`config.mk`:
```
export PLATFORM = sky130hd
export DESIGN_NAME = arm_alu_v1
export DESIGN_NICKNAME = d
export VERILOG_FILES = /design/src/rtl/arm_alu_v1.sv
export SDC_FILE = /design/constraint.sdc
export NUM_CORES = 1
export LEC_CHECK = 0
export BUFFER_PORTS_ARGS = -buffer_cell sky130_fd_sc_hd__buf_4
export CORE_MARGIN = 1
export CORE_UTILIZATION = 33
export CTS_CLUSTER_DIAMETER = 50
export DETAILED_ROUTE_END_ITERATION = 8
export PLACE_DENSITY_LB_ADDON = 0.2
export SLEW_MARGIN = 20
export SYNTH_ARGS = -nofsm -noshare
export SYNTH_HDL_FRONTEND = slang
export SYNTH_SLANG_ARGS = --single-unit
```
`constraint.sdc`:
```
create_clock -name clk -period 1.1 [get_ports clk]
set_clock_uncertainty 0.15 [all_clocks]
set_input_delay 0.22 -clock clk [delete_from_list [all_inputs] [get_ports clk]]
set_output_delay 0.22 -clock clk [all_outputs]
set_load 0.01 [all_outputs]
```
`src/rtl/arm_alu_v1.sv`:
```
// arm_alu_v1: 32-bit ARM-style execute-stage ALU.
// Covers the 16 data-processing opcodes (flag-setting) and nine internal
// address/pass-through micro-ops (flags held). Result and flags are
// registered, giving one clock of latency and full issue rate.
module arm_alu_v1 #(
   parameter int unsigned WIDTH = 32
) (
   input  logic             clk,
   input  logic             reset_n,
   input  logic [WIDTH-1:0] A,
   input  logic [WIDTH-1:0] B,
   input  logic             CIN,
   input  logic [4:0]       OP,
   output logic [WIDTH-1:0] R,
   output logic [3:0]       FLAG
);

   localparam int unsigned MSB = WIDTH - 1;

   // Data-processing opcodes (OP[4]=0)
   localparam logic [4:0] OP_AND = 5'b00000;
   localparam logic [4:0] OP_EOR = 5'b00001;
   localparam logic [4:0] OP_SUB = 5'b00010;
   localparam logic [4:0] OP_RSB = 5'b00011;
   localparam logic [4:0] OP_ADD = 5'b00100;
   localparam logic [4:0] OP_ADC = 5'b00101;
   localparam logic [4:0] OP_SBC = 5'b00110;
   localparam logic [4:0] OP_RSC = 5'b00111;
   localparam logic [4:0] OP_TST = 5'b01000;
   localparam logic [4:0] OP_TEQ = 5'b01001;
   localparam logic [4:0] OP_CMP = 5'b01010;
   localparam logic [4:0] OP_CMN = 5'b01011;
   localparam logic [4:0] OP_ORR = 5'b01100;
   localparam logic [4:0] OP_MOV = 5'b01101;
   localparam logic [4:0] OP_BIC = 5'b01110;
   localparam logic [4:0] OP_MVN = 5'b01111;

   // Internal micro-ops (OP[4]=1); flags are never touched
   localparam logic [4:0] OP_PASS_B   = 5'b10000;
   localparam logic [4:0] OP_B_P4     = 5'b10001;
   localparam logic [4:0] OP_A_B_P4   = 5'b10010;
   localparam logic [4:0] OP_B_M4     = 5'b10011;
   localparam logic [4:0] OP_A_M4     = 5'b10100;
   localparam logic [4:0] OP_A_P_B    = 5'b10101;
   localparam logic [4:0] OP_B_M_A    = 5'b10110;
   localparam logic [4:0] OP_PASS_A   = 5'b11001;
   localparam logic [4:0] OP_A_P4     = 5'b11010;

   localparam logic [WIDTH-1:0] FOUR = WIDTH'(4);

   // Shared adder: every flag-setting arithmetic op is x + y + cin,
   // with y already inverted for the subtract forms.
   logic [WIDTH-1:0] w_x;
   logic [WIDTH-1:0] w_y;
   logic             w_cin;
   logic [WIDTH:0]   w_sum;

   logic [WIDTH-1:0] w_res;
   logic             w_arith;
   logic             w_flag_we;

   logic             w_z;
   logic             w_n;
   logic             w_v;
   logic             w_c;
   logic [3:0]       w_flag_nxt;

   logic [WIDTH-1:0] r_res;
   logic [3:0]       r_flag;

   // 33-bit sum so the carry out of bit 31 is available directly
   assign w_sum = {1'b0, w_x} + {1'b0, w_y} + (WIDTH+1)'(w_cin);

   // Opcode decode: select adder operands, result source and flag update
   always_comb begin
      w_x       = A;
      w_y       = B;
      w_cin     = 1'b0;
      w_res     = '0;
      w_arith   = 1'b0;
      w_flag_we = 1'b0;

      unique case (OP)
         OP_AND, OP_TST: begin
            w_res     = A & B;
            w_flag_we = 1'b1;
         end
         OP_EOR, OP_TEQ: begin
            w_res     = A ^ B;
            w_flag_we = 1'b1;
         end
         OP_SUB, OP_CMP: begin
            w_x       = A;
            w_y       = ~B;
            w_cin     = 1'b1;
            w_res     = w_sum[MSB:0];
            w_arith   = 1'b1;
            w_flag_we = 1'b1;
         end
         OP_RSB: begin
            w_x       = B;
            w_y       = ~A;
            w_cin     = 1'b1;
            w_res     = w_sum[MSB:0];
            w_arith   = 1'b1;
            w_flag_we = 1'b1;
         end
         OP_ADD, OP_CMN: begin
            w_res     = w_sum[MSB:0];
            w_arith   = 1'b1;
            w_flag_we = 1'b1;
         end
         OP_ADC: begin
            w_cin     = CIN;
            w_res     = w_sum[MSB:0];
            w_arith   = 1'b1;
            w_flag_we = 1'b1;
         end
         OP_SBC: begin
            w_x       = A;
            w_y       = ~B;
            w_cin     = CIN;
            w_res     = w_sum[MSB:0];
            w_arith   = 1'b1;
            w_flag_we = 1'b1;
         end
         OP_RSC: begin
            w_x       = B;
            w_y       = ~A;
            w_cin     = CIN;
            w_res     = w_sum[MSB:0];
            w_arith   = 1'b1;
            w_flag_we = 1'b1;
         end
         OP_ORR: begin
            w_res     = A | B;
            w_flag_we = 1'b1;
         end
         OP_MOV: begin
            w_res     = B;
            w_flag_we = 1'b1;
         end
         OP_BIC: begin
            w_res     = A & ~B;
            w_flag_we = 1'b1;
         end
         OP_MVN: begin
            w_res     = ~B;
            w_flag_we = 1'b1;
         end
         OP_PASS_B: w_res = B;
         OP_B_P4:   w_res = B + FOUR;
         OP_A_B_P4: w_res = A + B + FOUR;
         OP_B_M4:   w_res = B - FOUR;
         OP_A_M4:   w_res = A - FOUR;
         OP_A_P_B:  w_res = A + B;
         OP_B_M_A:  w_res = B - A;
         OP_PASS_A: w_res = A;
         OP_A_P4:   w_res = A + FOUR;
         default: begin
            // Undefined codes: zero result, flags hold
            w_res     = '0;
            w_flag_we = 1'b0;
         end
      endcase
   end

   // Condition codes; V compares against the actual adder operands, which
   // covers both the add rule and the minuend-based subtract rule.
   always_comb begin
      w_z = (w_res == '0);
      w_n = w_res[MSB];
      if (w_arith) begin
         w_c = w_sum[WIDTH];
         w_v = (w_x[MSB] == w_y[MSB]) && (w_res[MSB] != w_x[MSB]);
      end else begin
         w_c = CIN;
         w_v = 1'b0;
      end
      w_flag_nxt = {w_z, w_n, w_v, w_c};
   end

   // Result and status registers with asynchronous clear
   always_ff @(posedge clk or negedge reset_n) begin
      if (!reset_n) begin
         r_res  <= '0;
         r_flag <= '0;
      end else begin
         r_res <= w_res;
         if (w_flag_we) begin
            r_flag <= w_flag_nxt;
         end
      end
   end

   assign R    = r_res;
   assign FLAG = r_flag;

endmodule

```
==> qor.txt <==
status = complete, but fails checks
failing checks = negative setup slack
Final Setup Violations = 72
first-pass GRT wire length = 114200 µm
post-DR vias/cell = 6.030
slowest CP cell = or4_4
measured slew at the worst slew-check pin = 0.7469 ns
clock share of power = 8.0%
post-route cell area = 22330 µm²
total chip power = 17510 µW
worst setup margin = -3.516 ns
CTS tree = built
drt wl/cell = 24.83 µm
H-tree depth = 2
Async S/R FF share, synth = 100.0%
row cnt = 71
synth unique cells = 95
Sum Neg Setup Slack = -95.65 ns
Syn Nets = 2143
worst-case reg-to-reg path depth = 2
path type of the worst min-delay path = primary input to async pin
Mapped Area = 12830 µm²
Critical Path Max Stage Delay = 0.60 ns
largest net degree at the start of global routing = 40
Worst EP required = 1.18 ns
Die ar. = 39670 µm²
Mapped Cells = 1940
top_reg_cell synth = dfrtp_1
YS warnings = 0
syn avg cell area = 6.613 µm²
Hold Vio Cnt, Final = 0
post-layout min period = 4.616 ns
RSZ-0062 raised after global routing = yes
CTS sink count = 36
layout cells sized above 1 = 43.93%
CP bufs+invs = 4
Nets = 2927
vias in the first global route = 17790
Crit. End Element = flop
Initial Util = 33.82%
synthesized flop and latch total = 36
switching share of total power = 46.36%
leakage = 0.009995 µW
total CTS buffers = 5
Tot GR Track Use = 38.95%
detailed placement HPWL = 62770 µm
CP Data Arrival Time = 4.70 ns
clock root buffer = clkbuf_16
Reg-to-Reg End = FLAG[3]
Die Y = 199.2 µm
register area = 900.9 µm²
# fillers = 3520
drt total wl = 80410 µm
peak supply drop = 0.0005000 V
crit path kind = primary input to flop
ANT nets after route = 0
Max Cap Viol = 0
Clock Latency Late Sink = 0.29 ns
Max Root-Sink Buffers = 2
DRC errors left = 0
Slew HR = 49.68%
via count = 19530
DP Worst Slack = -4.292 ns
internal power = 9391 µW
core area = 37930 µm²
# IOs = 108
die width = 199.2 µm
Sw Pwr = 8115 µW
most used cell, CP = or4_4
initial antenna violation count = 2
Top Family by Delay on Critical Path = simple AND/OR/NAND/NOR gates
DRT iter0 DRCs = 2324
global route overflow = 0
footprint of the multi-input gates = 12600 µm²
worst reg2reg setup slack = 0.11 ns
gpl congestion = 1.052
buffers added on ports = 107
Seq pwr share = 9.8%
placed inst area = 19440 µm²
clock slew at reported path FFs = 0.06 ns
Slew Viols, Final = 0
synth-to-layout area growth = 74.02%
critical-path cell list = buf_6 > nand2b_4 > nor3_4 > buf_6 > buf_12 > buf_16 > a22oi_2 > o21ai_4 > fa_2 > a21oi_2 > nand3_1 > or4_4 > or4_4 > nor3_4 > nand4bb_1 > or4_4 > nor4_4 > nor4b_4 > and4bb_1 > a22o_1
origin of the critical flop-to-flop path = FLAG[3]
Worst setup SP type = primary input
crit share post-route = 419.6%
Power Dens Cells = 784.1 nW/µm²
count of flip-flops with a built-in enable after synthesis = 0
Fmax achieved = 216.6 MHz
Logic pwr share = 82.1%
CP max FO = 6
Seq/Total Area, Yosys = 7.022%
router iterations before antenna repair = 6
## power by group through the flow
stage / clock network (µW) / logic [µW] / registers [µW]
2_1_floorplan: 0 / 4930 / 1830
3_3_place_gp: 0 / 11300 / 1700
3_5_place_dp: 0 / 11300 / 1690
4_1_cts: 1430 / 12800 / 1730
5_1_grt: 1480 / 15100 / 1760
6_report: 1410 / 14400 / 1720
## what timing repair did
action                     in CTS  in global routing
hold buffers                    1                  0
buffers inserted               42                 39
gates resized for setup       258                134
gates cloned                    4                  5
pin swaps                      94                113
hold endpoints to repair       36                  0
setup endpoints to repair      72                 72
## per-layer routing
| layer | vias up | share of wire (%) | GRT usage [%] | routed length, µm |
|---|---|---|---|---|
| met5 | - | 0 | 0 | 0 |
| met4 | 0 | 3.0 | 10.17 | 2440 |
| met3 | 137 | 13 | 11.61 | 10460 |
| met2 | 1110 | 39 | 54.19 | 31720 |
| met1 | 9435 | 45 | 56.89 | 35800 |
| li1 | 8843 | - | - | - |
## state kept, by name, summed over array words and instances, names as in the netlist
name and flops:
FLAG 4, R 32
## cell usage after synthesis (all sizes together), types with 10 or more instances
cell     count  area [µm²]
nor2b       12       75.07
o21bai      12       90.09
or3         14       92.59
buf         39       181.4
nand2      188       708.2
inv        101       379.1
o22ai       23       143.9
or2         14       87.58
a22oi       37       277.8
clkbuf     106       397.9
o21ai      205        1030
o2111ai     10       87.58
a221o       14       140.1
o31ai       20       163.9
xor2        23       201.4
nand4       28       175.2
nor2       152       570.6
nand3       59       310.3
a211oi      29       222.7
mux2i       17       170.2
o221ai      34       297.8
a31oi       35       219.0
and3        22       137.6
nor3        51       270.3
o211ai      25       187.7
o21a        10       75.07
a21oi      179       899.6
nand2b      13       81.33
xnor2       87       762.0
a221oi      29       277.8
or4         12       93.84
ha         127        1589
a21o        33       247.7
dfrtp       36       900.9
nor4        27       175.2
## kinds of logic after synthesis
group,synth area share (%)
simple gates,24.25
buf+inv,7.558
fa+ha+maj,13.01
xor+xnor,7.509
mux,1.502
flops,7.022
compound gates,39.15
## layout make-up
type / count / share of cell area [%]
multi-input cells: 1655 / 56.44
repair buffers: 922 / 34.22
flip-flops and latches: 36 / 4.035
well taps: 511 / 2.864
inverters: 104 / 1.748
clock buffers: 5 / 0.5604
clock inverters: 3 / 0.1065
diodes: 2 / 0.02242
## cells in the final DEF (no fill, tap or decap), types with 16 or more instances in the layout
cell      count
buf_4       802
nand2_1     181
a21oi_1     159
o21ai_0     148
nor2_1      146
ha_1        109
buf_6        95
inv_1        94
xnor2_1      76
nand3_1      52
dfrtp_1      36
nor3_1       35
a22oi_1      33
a21o_1       31
a31oi_1      30
nand4_1      28
o211ai_1     25
o221ai_1     25
o21ai_1      23
o21ai_2      23
a211oi_1     21
o22ai_1      21
and3_1       19
nor4_1       19
mux2i_1      16
xor2_1       16
## metrics by stage
| stage | instances | hold slack, ns | util, % |
|---|---|---|---|
| 3_3_place_gp | 3147 | 0.03933 | 51.24 |
| 5_1_grt | 3238 | 0.3253 | 58.86 |
| 6_report | 3238 | 0.2570 | 58.86 |
| 3_5_place_dp | 3147 | 0.04208 | 51.24 |
| 2_1_floorplan | 1940 | -0.2256 | - |
| 4_1_cts | 3198 | 0.2736 | 56.11 |
## worst max path at each step
stage          start      end  slack, ns  cells after the start
5_1_grt        OP[4]  FLAG[3]      -3.64                     22
2_1_floorplan  OP[3]  FLAG[3]      -3.92                     25
3_3_place_gp   OP[4]  FLAG[3]      -4.31                     18
4_1_cts        OP[4]  FLAG[3]      -3.57                     21
3_5_place_dp   OP[4]  FLAG[3]      -4.29                     18
6_report       OP[4]  FLAG[3]      -3.52                     20
(Power assumes the default switching activity.)
